File: config.mk
export PLATFORM = sky130hd
export DESIGN_NAME = target_locator
export DESIGN_NICKNAME = d
export VERILOG_FILES = /design/src/rtl/target_locator.sv
export SDC_FILE = /design/constraint.sdc
export NUM_CORES = 1
export LEC_CHECK = 0
export BUFFER_PORTS_ARGS = -buffer_cell sky130_fd_sc_hd__buf_2
export CORE_AREA = 2 2 71 89
export DETAILED_ROUTE_END_ITERATION = 8
export DIE_AREA = 0 0 73 91
export HOLD_SLACK_MARGIN = 0.05
export PLACE_DENSITY = 0.77
export SYNTH_ARGS = -nofsm -noshare
export SYNTH_HDL_FRONTEND = slang
export SYNTH_SLANG_ARGS = --single-unit
File: constraint.sdc
create_clock -name clk -period 2.5 [get_ports clk]
set_input_delay 0.375 -clock clk [delete_from_list [all_inputs] [get_ports clk]]
set_output_delay 0.375 -clock clk [all_outputs]
set_load 0.02 [all_outputs]
File: src/rtl/target_locator.sv
// rtl/target_locator.sv - resolves which scanned station holds the IR-commanded colour
//
// Ports:
//   clk, rst          clock and asynchronous active-high reset
//   start, abort      begin/restart a search; return to IDLE from any state
//   ir_valid/ir_color decoded IR colour command
//   scan_valid/color  one station colour per valid cycle, in station order 1..NUM_POS
//   target_color      latched commanded colour
//   target_pos        matched station 1..NUM_POS, 0 = none
//   drive_go          one-cycle drive start pulse
//   route_req         route request to the motor path
//   busy, done, fail  status (done/fail held until the next start)
//   state             current state code
module target_locator #(
  parameter int COLOR_W        = 2,
  parameter int NUM_POS        = 3,
  parameter int POS_W          = 2,
  parameter int CLEAR_CODE     = 0,
  parameter int TIMEOUT_CYC    = 1000000,
  parameter int TO_W           = 20,
  parameter int MAX_RETRY      = 1,
  parameter int ROUTE_W        = 3,
  parameter int ROUTE_STRAIGHT = 1
) (
  input  logic               clk,
  input  logic               rst,
  input  logic               start,
  input  logic               abort,
  input  logic               ir_valid,
  input  logic [COLOR_W-1:0] ir_color,
  input  logic               scan_valid,
  input  logic [COLOR_W-1:0] scan_color,
  output logic [COLOR_W-1:0] target_color,
  output logic [POS_W-1:0]   target_pos,
  output logic               drive_go,
  output logic [ROUTE_W-1:0] route_req,
  output logic               busy,
  output logic               done,
  output logic               fail,
  output logic [2:0]         state
);

  localparam int IDX_W = (NUM_POS > 1) ? $clog2(NUM_POS) : 1;
  localparam int RT_W  = (MAX_RETRY > 0) ? $clog2(MAX_RETRY + 1) : 1;

  localparam logic [COLOR_W-1:0] CLEAR    = COLOR_W'(CLEAR_CODE);
  localparam logic [ROUTE_W-1:0] STRAIGHT = ROUTE_W'(ROUTE_STRAIGHT);
  localparam logic [TO_W-1:0]    TO_LIM   = TO_W'(TIMEOUT_CYC);
  localparam logic [IDX_W-1:0]   LAST_IDX = IDX_W'(NUM_POS - 1);
  localparam logic [RT_W-1:0]    RT_MAX   = RT_W'(MAX_RETRY);

  typedef enum logic [2:0] {
    S_IDLE    = 3'd0,
    S_IR_WAIT = 3'd1,
    S_DRIVE   = 3'd2,
    S_SCAN    = 3'd3,
    S_MATCH   = 3'd4,
    S_DONE    = 3'd5,
    S_FAIL    = 3'd6
  } state_t;

  state_t             state_q;
  logic [IDX_W-1:0]   idx;
  logic [RT_W-1:0]    retry;
  logic [TO_W-1:0]    to_cnt;
  logic [COLOR_W-1:0] slots [NUM_POS];

  logic [TO_W-1:0]    to_inc;
  logic               to_hit;
  logic               match_found;
  logic [IDX_W-1:0]   match_idx;

  assign state = state_q;
  assign busy  = (state_q == S_IR_WAIT) || (state_q == S_DRIVE) ||
                 (state_q == S_SCAN)    || (state_q == S_MATCH);

  // Watchdog fires on the cycle the count would reach the limit, so FAIL is
  // entered exactly TIMEOUT_CYC cycles after the count was last cleared.
  assign to_inc = to_cnt + 1'b1;
  assign to_hit = (TIMEOUT_CYC != 0) && (to_inc == TO_LIM);

  // Scan from the top down so the lowest matching slot is the one that sticks.
  always_comb begin
    match_found = 1'b0;
    match_idx   = '0;
    for (int i = NUM_POS - 1; i >= 0; i--) begin
      if (slots[i] == target_color) begin
        match_found = 1'b1;
        match_idx   = IDX_W'(i);
      end
    end
  end

  always_ff @(posedge clk or posedge rst) begin
    if (rst) begin
      state_q      <= S_IDLE;
      target_color <= CLEAR;
      target_pos   <= '0;
      drive_go     <= 1'b0;
      route_req    <= '0;
      done         <= 1'b0;
      fail         <= 1'b0;
      idx          <= '0;
      retry        <= '0;
      to_cnt       <= '0;
      for (int i = 0; i < NUM_POS; i++) slots[i] <= '0;
    end else if (abort) begin
      state_q      <= S_IDLE;
      target_color <= CLEAR;
      target_pos   <= '0;
      drive_go     <= 1'b0;
      route_req    <= '0;
      done         <= 1'b0;
      fail         <= 1'b0;
      idx          <= '0;
      retry        <= '0;
      to_cnt       <= '0;
      for (int i = 0; i < NUM_POS; i++) slots[i] <= '0;
    end else begin
      drive_go <= 1'b0;
      case (state_q)
        S_IDLE, S_DONE, S_FAIL: begin
          if (start) begin
            state_q    <= S_IR_WAIT;
            done       <= 1'b0;
            fail       <= 1'b0;
            target_pos <= '0;
            retry      <= '0;
            to_cnt     <= '0;
          end
        end
        S_IR_WAIT: begin
          if (ir_valid && (ir_color != CLEAR)) begin
            target_color <= ir_color;
            state_q      <= S_DRIVE;
            drive_go     <= 1'b1;
            route_req    <= STRAIGHT;
          end else if (to_hit) begin
            state_q    <= S_FAIL;
            fail       <= 1'b1;
            target_pos <= '0;
            route_req  <= '0;
          end else begin
            to_cnt <= to_inc;
          end
        end
        S_DRIVE: begin
          idx     <= '0;
          to_cnt  <= '0;
          state_q <= S_SCAN;
        end
        S_SCAN: begin
          if (scan_valid) begin
            slots[idx] <= scan_color;
            to_cnt     <= '0;
            if (idx == LAST_IDX) state_q <= S_MATCH;
            else                 idx     <= idx + 1'b1;
          end else if (to_hit) begin
            state_q    <= S_FAIL;
            fail       <= 1'b1;
            target_pos <= '0;
            route_req  <= '0;
          end else begin
            to_cnt <= to_inc;
          end
        end
        S_MATCH: begin
          if (match_found) begin
            target_pos <= POS_W'(match_idx) + POS_W'(1);
            done       <= 1'b1;
            route_req  <= '0;
            state_q    <= S_DONE;
          end else if (retry < RT_MAX) begin
            // Rescan: re-enter DRIVE with a fresh drive_go pulse.
            retry    <= retry + 1'b1;
            drive_go <= 1'b1;
            state_q  <= S_DRIVE;
          end else begin
            target_pos <= '0;
            fail       <= 1'b1;
            route_req  <= '0;
            state_q    <= S_FAIL;
          end
        end
        default: begin
          state_q   <= S_IDLE;
          route_req <= '0;
        end
      endcase
    end
  end

endmodule

# Yosys cells after proc, flatten, opt, wreduce, memory -nomap -nowiden
# Cells that the tools add are included.
# Widths: inputs -> output; s select.
[classes]
addsub = 4
order_cmp = 3
n_eq_ne = 23
mux = 69
bitwise = 1
reduce_logical = 27
[ops]
columns = ["op", "n"]
rows = [
  ["$mux 20", 5],
  ["$pmux 20 s4", 1],
  ["$mux 3", 14],
  ["$mux 2", 17],
  ["$ne 3x3->1 const B", 8],
  ["$add 20x1->20 const B", 1],
  ["$eq 20x20->1 const B", 1],
  ["$mux 1", 19],
  ["$mux 6", 3],
  ["$pmux 3 s5", 1],
  ["$pmux 3 s4", 1],
  ["$reduce_and 3->1", 4],
  ["$reduce_bool 2->1", 5],
  ["$reduce_bool 5->1", 2],
  ["$eq 3x3->1 const B", 3],
  ["$pmux 2 s4", 1],
  ["$bwmux 6", 1],
  ["$eq 2x2->1", 3],
  ["$eq 3x2->1 const B", 2],
  ["$pmux 1 s2", 3],
  ["$reduce_and 2->1", 3],
  ["$reduce_and 6->1", 1],
  ["$reduce_bool 3->1", 2],
  ["$reduce_and 5->1", 1],
  ["other kinds (21)", 25],
]
[totals]
reg_bits = 42
output_inout_bits = 14
wordCells = 140

# Longest topological paths before layout
# Gate-level depths: netlist of the first run.
[logic_depth]
depth_word = 9
mapped_depth = 10
mapped_depth_nobuf = 9

# Worst setup path after synthesis of the first run
# Ideal clock, no wire load.
[synth_timing]
path_kind = "reg2reg"
startpoint = "register to_cnt[0]"
endpoint = "register to_cnt[11]"
t_arrival_ps = 2344
required_ps = 2422
setup_slack_ps = 78
path_stages_with_launch = 10
path_buffers = 1
cell_sequence = "dfrtp_1 -> ha_1 -> nand4_2 -> nor4_2 -> xor2_1 -> a31oi_1 -> a211oi_2 -> buf_6 -> or4_1 -> a21oi_1"
[synth_between]
elab_chain_len = 6
elab_cells_between_ends = 7
[synth_lines]
columns = ["item", "line_no", "source"]
rows = [
  ["start, declared", "65", "logic [TO_W-1:0] to_cnt;"],
  ["start signal, assigned", "144", "to_cnt <= to_inc;"],
  ["start signal, assigned", "164", "to_cnt <= to_inc;"],
  ["$add 20x1->20 (*)", "79", "assign to_inc = to_cnt + 1'b1;"],
  ["$eq 20x20->1", "80", "assign to_hit = (TIMEOUT_CYC != 0) && (to_inc == TO_LIM);"],
  ["$mux 20 (*)", "138, 158", ""],
  ["$mux 20, on equally long branches", "153, 133", ""],
  ["$pmux 20 s4 (*)", "121", "case (state_q)"],
  ["$mux 20 (*)", "107", "end else if (abort) begin"],
]
# Every way passes the cells marked *; elsewhere a longest branch is shown, timed or not. The select of a mux whose other input is x is not followed.
# A chain may end at the register's enable or synchronous reset.

# Worst setup path after layout of the first run
[layout_timing]
startpoint = "register to_cnt[4]"
endpoint = "register to_cnt[11]"
# The elaborated chain is that of the path after synthesis.

==> run summary, run 1 <==
vias per cell - 6.43
Layout area overhead - 29.4%
# clock sinks - 42
CP max stage delay - 0.48 ns
Max VDD drop - 323 uV
Seq/Total Area, Yosys - 37.3%
metal3 WL - 444 um
failing checks - negative setup slack
largest family of logic cells by synthesized area - simple AND/OR/NAND/NOR gates
Core Util, Final - 63.2%
DRC Markers - 0
Tmin final - 2.60 ns
number of buffers created by CTS - 5
WS Path Type - flip-flop to flip-flop
M1 WL - 3150 um
FP Rows - 31
Synth Instances - 322
largest net degree at the start of global routing - 43
setup slack, reg-to-reg - -0.1 ns
Yosys top cell by area - dfrtp_1
I/O Buffers - 23
post-synth cell types - 65
CP max-delay cell - or4_4
internal power - 1.03 mW
Setup violations, final - 7
Post-synth EDFFs - 0
number of global-route vias before repair - 2899
top cells by count, synth - dfrtp_1, nand2_1, nor2_1
Synth Area in Compound Gates - 22.8%
clock root cell - clkbuf_8
Top FF cell, synth - dfrtp_1
post-route setup slack - -0.0961 ns
type of origin of the critical path - flip-flop
Initial DRC Count - 288
first-pass GRT wire length - 13100 um
Vias - 2900
Synth Net Count - 336
critical-path cell list - buf_4 > nand3_2 > nor3_4 > a21oi_1 > o211ai_2 > a211oi_4 > buf_6 > buf_16 > or4_4 > a21oi_2
adder-cell share of the synthesized area - 2.13%
H-tree depth - 2
Max Slew Vio Count - 0
starting density of the core - 48.8%
Clock Tree Buf Depth - 2
Avg WL per Cell - 18.7 um
WP data required - 2.74 ns
setup TNS - -0.352 ns
most numerous cell in the Yosys netlist - dfrtp_1
Synth Warn # - 0
part of the cycle the worst path needs - 104%
Die X - 73 um
Flop pwr share - 48.2%
clock slew seen by the registers of the worst setup and hold paths - 0.09 ns
CP endpoint kind - flip-flop
xor-xnor portion of the synthesized cell area - 4.04%
count of buffer and inverter cells on the critical path - 3
CP arrival - 2.83 ns
core area - 0.00578 mm^2
GP Congestion - 0.930
Tot Pwr - 1.47 mW
worst r2r src - to_cnt[4]$_DFFE_PP0P_
final net count - 398
status - finished with violations
worst min path class - input port to async pin
sw frac - 30.3%
pwr dens - 404 mW/mm^2
initial antenna violation count - 0
#FFs+latches synth - 42
Die H - 91 um
hold slack - 0.194 ns
met2 wire length - 4380 um
Synth Area in Simple Gates - 24.8%
final instance area - 0.00365 mm^2
overall global routing resource usage - 25.0%
switching power - 446 uW
reg-to-reg endpoint - to_cnt[11]$_DFFE_PP0P_
worst r2r path cells - 10
combinational share of power - 19.8%
Max-Cap Viols - 0
HPWL Detailed - 5420 um
# diodes - 0
Tightest Pin Transition - 0.763 ns
clock network power share - 32.0%
multiplexer share of the synthesized area - 3.55%
First-pass DRT Iterations - 5
leakage power - 1.61 nW
top cells by area, synth - dfrtp_1, nand2_1, nor2_1
Ports - 24
Post-Syn Area - 0.00282 mm^2
top sig layer - met4
relative slew slack - 49.1%
unrepaired setup endpoints after global routing - yes
ANT nets after route - 0
die area - 0.00664 mm^2
Clock Latency Late Sink - 0.30 ns
Crit Path Max Fanout - 7
CTS tree - yes
Hold Fails Final Rpt - 0
asr flop ratio synth - 100%
Placed Area - 0.00323 mm^2
top-area cell type share of the netlist area - 37.3%
ratio of cells with drive above 1 in the final layout - 33.0%
syn_area_per_cell - 8.76 um^2
WL final - 8430 um
highest clock rate - 0.385 GHz
Setup Skew - 0.0111 ns
Top Family by Delay on Critical Path - simple AND/OR/NAND/NOR gates
GRT overflow - 0
tightest hold or removal path: stages:
cell	delay, ns
buf_2	0.09
inv_1	0.04
buf_4	0.45
stage by stage:
step,worst slack (ns),std cells
CTS,-0.0323,446
finish,-0.0961,451
global route,-0.188,451
detailed placement,-0.00610,432
floorplan,0.0782,322
global placement,-0.00330,432
area by class of cell:
class	count	area [um^2]
fillers	442	2130
multi-input cells	249	1810
flip-flops and latches	42	1060
repair buffers	75	563
clock buffers	6	82.6
well taps	66	82.6
inverters	11	41.3
clock inverters	2	12.5
power by group through the flow:
stage / clock (mW) / combinational (mW) / sequential (mW)
3_3_place_gp: 0 / 0.264 / 0.721
2_1_floorplan: 0 / 0.149 / 0.731
3_5_place_dp: 0 / 0.268 / 0.722
4_1_cts: 0.485 / 0.270 / 0.709
5_1_grt: 0.498 / 0.319 / 0.711
6_report: 0.471 / 0.292 / 0.710
routing by layer:
metal,vias to the layer above,track usage (%)
li1,1324,-
met2,123,42.7
met1,1414,28.8
met4,0,15.0
met5,-,0
met3,39,3.55
logic make-up (layout without fill, tap and decap cells):
group,count (synthesis),in the layout
XOR/XNOR,13,13
buffers and inverters,31,94
AND/OR/NAND/NOR,132,132
flip-flops,42,42
adder cells (fa/ha/maj),5,5
multiplexers,10,10
AO/OA/AOI/OAI,89,89
timing repair:
action | in CTS | in global routing
hold buffers | 0 | 0
pin swaps | 8 | 17
endpoints found under the setup margin | 9 | 25
gates cloned | 1 | 1
setup buffers | 5 | 4
gates resized for setup | 15 | 29
placed cells by master, fill, tap and decap left out, types with 3 or more instances in the layout:
cell type / instances
nand2b_1: 6
nor4_1: 4
o21ai_1: 5
a21oi_1: 13
clkbuf_8: 6
mux2i_1: 10
xnor2_1: 5
nand3_2: 3
o21ai_0: 11
nand4_1: 5
or4_4: 4
and2_1: 3
nand3_1: 15
or2_1: 3
o31ai_1: 6
or4_1: 4
dfrtp_1: 36
dfrtp_2: 6
nor2_1: 29
a31oi_1: 5
xor2_1: 8
buf_4: 47
o211ai_1: 5
ha_1: 3
nand2_1: 30
nor3_1: 6
o21a_1: 3
inv_1: 11
buf_2: 23
a211oi_2: 3
a21oi_2: 5
a22oi_1: 3
registers in the layout, summed over array words and instances, names as in the netlist:
register / cells
done: 1
drive_go: 1
to_cnt: 20
route_req: 3
fail: 1
target_pos: 2
idx: 2
state: 3
target_color: 2
retry: 1
slots: 6
worst max-delay path by stage:
| stage | slack (ns) | to | startpoint | depth (start not counted) |
|---|---|---|---|---|
| after global placement | -0.003 | state[2]$_DFFE_PP0P_ | to_cnt[0]$_DFFE_PP0P_ | 10 |
| after detailed placement | -0.006 | state[1]$_DFFE_PP0P_ | to_cnt[0]$_DFFE_PP0P_ | 9 |
| final | -0.1 | to_cnt[11]$_DFFE_PP0P_ | to_cnt[4]$_DFFE_PP0P_ | 10 |
| after global routing | -0.19 | to_cnt[11]$_DFFE_PP0P_ | to_cnt[1]$_DFFE_PP0P_ | 11 |
| after floorplan | 0.08 | to_cnt[11]$_DFFE_PP0P_ | to_cnt[0]$_DFFE_PP0P_ | 9 |
| after CTS | -0.03 | to_cnt[13]$_DFFE_PP0P_ | to_cnt[0]$_DFFE_PP0P_ | 10 |
(Power assumes the default switching activity.)
==> run 2: changes to the inputs <==
==> constraint.sdc (replaced) <==
create_clock -name clk -period 2.5 [get_ports clk]
set_input_delay 0.125 -clock clk [delete_from_list [all_inputs] [get_ports clk]]
set_output_delay 0.125 -clock clk [all_outputs]
set_load 0.02 [all_outputs]
==> run summary, run 2 (synthesized netlist as in run 1, its figures left out) <==
status - complete, no violations
Clock Tree Buf Depth - 2
# clock sinks - 42
relative slew slack - 47.1%
First-pass DRT Iterations - 5
leakage power - 1.63 nW
Layout area overhead - 28.8%
biggest regs - to_cnt: 20 flops, slots: 6 flops
Initial DRC Count - 248
switching power - 443 uW
internal power - 1.02 mW
clock network power share - 31.8%
pwr dens - 404 mW/mm^2
Avg WL per Cell - 17.5 um
first-pass GRT wire length - 12700 um
# diodes - 0
sw frac - 30.2%
Flop pwr share - 48.5%
WP data required - 2.73 ns
largest net degree at the start of global routing - 43
Tightest Pin Transition - 0.792 ns
final net count - 406
ratio of cells with drive above 1 in the final layout - 32.1%
Crit Path Max Fanout - 7
met2 wire length - 4260 um
WL final - 8030 um
critical-path cell list - ha_4 > buf_4 > and4_1 > nand3_1 > a21oi_1 > o2111ai_2 > a211oi_4 > buf_6 > buf_6 > o31ai_4 > a21oi_2
WS Path Type - flip-flop to flip-flop
combinational share of power - 19.7%
GRT overflow - 0
Tmin final - 2.46 ns
Max-Cap Viols - 0
I/O Buffers - 23
DRC Markers - 0
part of the cycle the worst path needs - 98.5%
M1 WL - 3110 um
metal3 WL - 370 um
number of buffers created by CTS - 5
Core Util, Final - 62.9%
Top Family by Delay on Critical Path - compound AO/OA/AOI/OAI gates
Hold Fails Final Rpt - 0
Layout fillers - 470
CP arrival - 2.69 ns
H-tree depth - 2
ANT nets after route - 0
Tot Pwr - 1.47 mW
core area - 0.00578 mm^2
vias per cell - 6.29
CP max-delay cell - dfrtp_1
clock root cell - clkbuf_8
overall global routing resource usage - 24.3%
count of buffer and inverter cells on the critical path - 3
Max VDD drop - 284 uV
FF+latch area - 0.00105 mm^2
most used cell, CP - buf_6
Ports - 24
initial antenna violation count - 0
Die X - 73 um
Setup Skew - 0.00738 ns
Setup violations, final - 0
die area - 0.00664 mm^2
FP Rows - 31
number of global-route vias before repair - 2726
max reg flops - 20
CP max stage delay - 0.40 ns
type of origin of the critical path - flip-flop
most frequent cells in the layout - buf_4, dfrtp_1, nand2_1
leading cell type in the layout, fill and taps excluded - buf_4
register name with the most flops - to_cnt
area of the multi-input gates - 0.00178 mm^2
Die H - 91 um
GP Congestion - 0.948
CTS tree - yes
Max Slew Vio Count - 0
setup slack, reg-to-reg - 0.04 ns
HPWL Detailed - 5430 um
highest clock rate - 0.406 GHz
CP endpoint kind - flip-flop
unrepaired setup endpoints after global routing - yes
Clock Latency Late Sink - 0.30 ns
starting density of the core - 48.8%
clock slew seen by the registers of the worst setup and hold paths - 0.08 ns
top sig layer - met4
Vias - 2888
worst min path class - input port to flip-flop
run 2: changes by cell type in the layout (fill, tap and decap cells not counted), moves of 2 or more:
cell | before | now
buf_4 | 47 | 55
dfrtp_1 | 36 | 39
dfrtp_2 | 6 | 3
nand3_1 | 15 | 17
nand3_4 | 2 | 0
run 2: layer usage:
layer	track usage (%)	vias up
met1	28.0	1394
li1	-	1339
met4	11.7	0
met3	3.33	30
met5	0	-
met2	42.7	125
run 2: area by class of cell:
cell class / count / area share, %
inverters: 11 / 1.14
well taps: 66 / 2.27
clock buffers: 6 / 2.27
clock inverters: 2 / 0.344
flip-flops and latches: 42 / 29.0
multi-input cells: 249 / 49.1
repair buffers: 83 / 15.9
run 2: stage by stage:
| stage | instance area [um^2] | setup slack [ns] | instances | TNS, ns | hold slack (ns) |
|---|---|---|---|---|---|
| final | 3630 | 0.0381 | 459 | 0 | 0.0859 |
| after global routing | 3630 | -0.0531 | 459 | -0.197 | 0.102 |
| after CTS | 3440 | -0.0172 | 451 | -0.0369 | 0.0819 |
| after detailed placement | 3260 | -0.137 | 438 | -0.613 | 0.291 |
| after global placement | 3260 | -0.0859 | 438 | -0.0859 | 0.283 |
| after floorplan | 2820 | 0.0782 | 322 | 0 | 0.278 |
run 2: power groups by stage:
stage	Sequential, mW	Clock (mW)	Combinational, mW
final	0.711	0.466	0.289
after floorplan	0.731	0	0.149
after detailed placement	0.721	0	0.275
after global placement	0.721	0	0.270
after global routing	0.713	0.496	0.316
after CTS	0.708	0.483	0.278
run 2: repair_timing:
action	CTS	global route
gates resized for setup	10	27
gates cloned	1	0
hold buffers	1	0
endpoints found under the hold margin	42	0
endpoints found under the setup margin	18	25
setup buffers	3	8
pin swaps	3	16
run 2: final timing paths:
path / start / endpoint / cells after the start
setup / recovery: to_cnt[0]$_DFFE_PP0P_ / to_cnt[9]$_DFFE_PP0P_ / 11
hold / removal: ir_color[0] / target_color[0]$_DFFE_PP0P_ / 3
setup reg to reg: to_cnt[0]$_DFFE_PP0P_ / to_cnt[9]$_DFFE_PP0P_ / 11
hold reg to reg: route_req[1]$_DFFE_PP0P_ / route_req[1]$_DFFE_PP0P_ / 1
max in group asynchronous: rst / to_cnt[8]$_DFFE_PP0P_ / 4
min in group asynchronous: rst / to_cnt[11]$_DFFE_PP0P_ / 4
run 2: tightest hold or removal path, stage by stage:
cell and delay [ns]:
buf_2 0.09, mux2i_1 0.06, nor2_1 0.07
==> run 3: changes to the inputs <==
CAP_MARGIN = 15   (was unset)
SETUP_SLACK_MARGIN = 0.4   (was unset)
==> run summary, run 3 (synthesized netlist as in run 1, its figures left out) <==
CTS tree - yes
Setup Skew - 0.0115 ns
CP endpoint - state[2]$_DFFE_PP0P_
HPWL Detailed - 5390 um
Die X - 73 um
vias per cell - 6.50
sw frac - 29.1%
# diodes - 0
reg-to-reg endpoint - state[2]$_DFFE_PP0P_
Layout fillers - 473
number of buffers created by CTS - 5
post-route setup slack - -0.0210 ns
number of global-route vias before repair - 2942
status - finished with violations
Crit Path Max Fanout - 5
starting density of the core - 48.8%
pre-CTS setup slack - 0.00499 ns
Tot Pwr - 1.55 mW
clock root cell - clkbuf_8
GRT overflow - 0
combinational share of power - 18.7%
I/O Buffers - 23
FP Rows - 31
overall global routing resource usage - 26.0%
setup slack, reg-to-reg - -0.02 ns
ratio of cells with drive above 1 in the final layout - 34.9%
Cells after DPL - 419
leading cell type in the layout, fill and taps excluded - buf_4
GP Congestion - 0.927
worst r2r src - to_cnt[0]$_DFFE_PP0P_
Tightest Pin Transition - 0.733 ns
highest clock rate - 0.397 GHz
relative slew slack - 50.5%
WS Path Type - flip-flop to flip-flop
Tmin final - 2.52 ns
failing checks - negative setup slack
Core Util, Final - 64.2%
First-pass DRT Iterations - 5
Max VDD drop - 329 uV
register name with the most flops - to_cnt
Placed Area - 0.00321 mm^2
worst r2r path cells - 9
Die H - 91 um
first-pass GRT wire length - 13600 um
CP arrival - 2.74 ns
internal power - 1.10 mW
Max-Cap Viols - 0
Clock Tree Buf Depth - 2
clock slew seen by the registers of the worst setup and hold paths - 0.09 ns
Max Slew Vio Count - 0
Worst Setup SP - to_cnt[0]$_DFFE_PP0P_
WP data required - 2.72 ns
most frequent cells in the layout - buf_4, nand2_1, dfrtp_1
leakage power - 1.61 nW
largest net degree at the start of global routing - 20
Clock Latency Late Sink - 0.30 ns
clock network power share - 35.2%
part of the cycle the worst path needs - 101%
Ports - 24
Hold Fails Final Rpt - 0
pwr dens - 419 mW/mm^2
Initial DRC Count - 240
setup TNS - -0.0210 ns
WL final - 8490 um
die area - 0.00664 mm^2
CP endpoint kind - flip-flop
initial antenna violation count - 0
unrepaired setup endpoints after global routing - yes
Flop pwr share - 46.1%
ANT nets after route - 0
worst min path class - input port to flip-flop
DRC Markers - 0
hold slack - 0.0883 ns
Vias - 2945
max reg flops - 20
# clock sinks - 42
core area - 0.00578 mm^2
final instance area - 0.00371 mm^2
type of origin of the critical path - flip-flop
biggest regs - to_cnt: 20 flops, slots: 6 flops
final instance count without filler cells - 453
H-tree depth - 2
final net count - 400
Layout area overhead - 31.5%
Setup violations, final - 1
Avg WL per Cell - 18.8 um
switching power - 452 uW
==> run 3: cell types whose count changed in the layout (fill, tap and decap cells not counted), sizes merged <==
cell    previous run  this run
clkinv             1         0
bufinv             0         1
buf               82        76
==> run 3: layout make-up <==
class | instances | area (um^2) | share of cell area [%]
Timing Repair Buffer | 77 | 543 | 14.6
Sequential cell | 42 | 1070 | 28.7
Tap cell | 66 | 82.6 | 2.23
Inverter | 11 | 41.3 | 1.11
Clock buffer | 6 | 72.6 | 1.96
Clock inverter | 2 | 37.5 | 1.01
Multi-Input combinational cell | 249 | 1870 | 50.3
==> run 3: worst max-delay path: stages (launching register included) <==
cell and delay [ns]:
dfrtp_1 0.42, ha_4 0.19, and4_1 0.29, nand3_1 0.19
a211oi_1 0.32, o2111ai_1 0.16, a2111oi_1 0.47, buf_4 0.20
o21bai_1 0.05, a21oi_1 0.15
==> run 3: routing by layer <==
| metal | part of all wire, % | track usage [%] |
|---|---|---|
| met5 | 0 | 0 |
| met2 | 54 | 46.8 |
| met3 | 5.2 | 4.77 |
| met4 | 2.9 | 12.0 |
| met1 | 38 | 28.4 |
==> run 3: what timing repair did <==
action / 4_1_cts / 5_1_grt
pin swaps: 8 / 9
hold buffers: 1 / 0
resized for setup: 28 / 22
buffers inserted: 21 / 2
gates cloned: 2 / 0
endpoints found under the setup margin: 25 / 27
endpoints found under the hold margin: 7 / 0
==> run 3: worst min path at each step <==
stage	endpoint	slack, ns	depth (start not counted)	startpoint
after floorplan	slots[0]$_DFFE_PP0P_	0.28	2	scan_color[0]
after global placement	to_cnt[3]$_DFFE_PP0P_	0.10	2	rst
after detailed placement	to_cnt[2]$_DFFE_PP0P_	0.10	2	rst
after CTS	target_color[0]$_DFFE_PP0P_	0.09	3	ir_color[0]
after global routing	target_color[1]$_DFFE_PP0P_	0.10	3	ir_color[1]
final	target_color[0]$_DFFE_PP0P_	0.09	3	ir_color[0]
==> run 3: power by group through the flow <==
stage | combinational [mW] | sequential [mW] | clock [mW]
floorplan | 0.154 | 0.733 | 0
global placement | 0.254 | 0.726 | 0
detailed placement | 0.258 | 0.727 | 0
CTS | 0.270 | 0.714 | 0.555
global route | 0.317 | 0.717 | 0.576
finish | 0.291 | 0.716 | 0.546
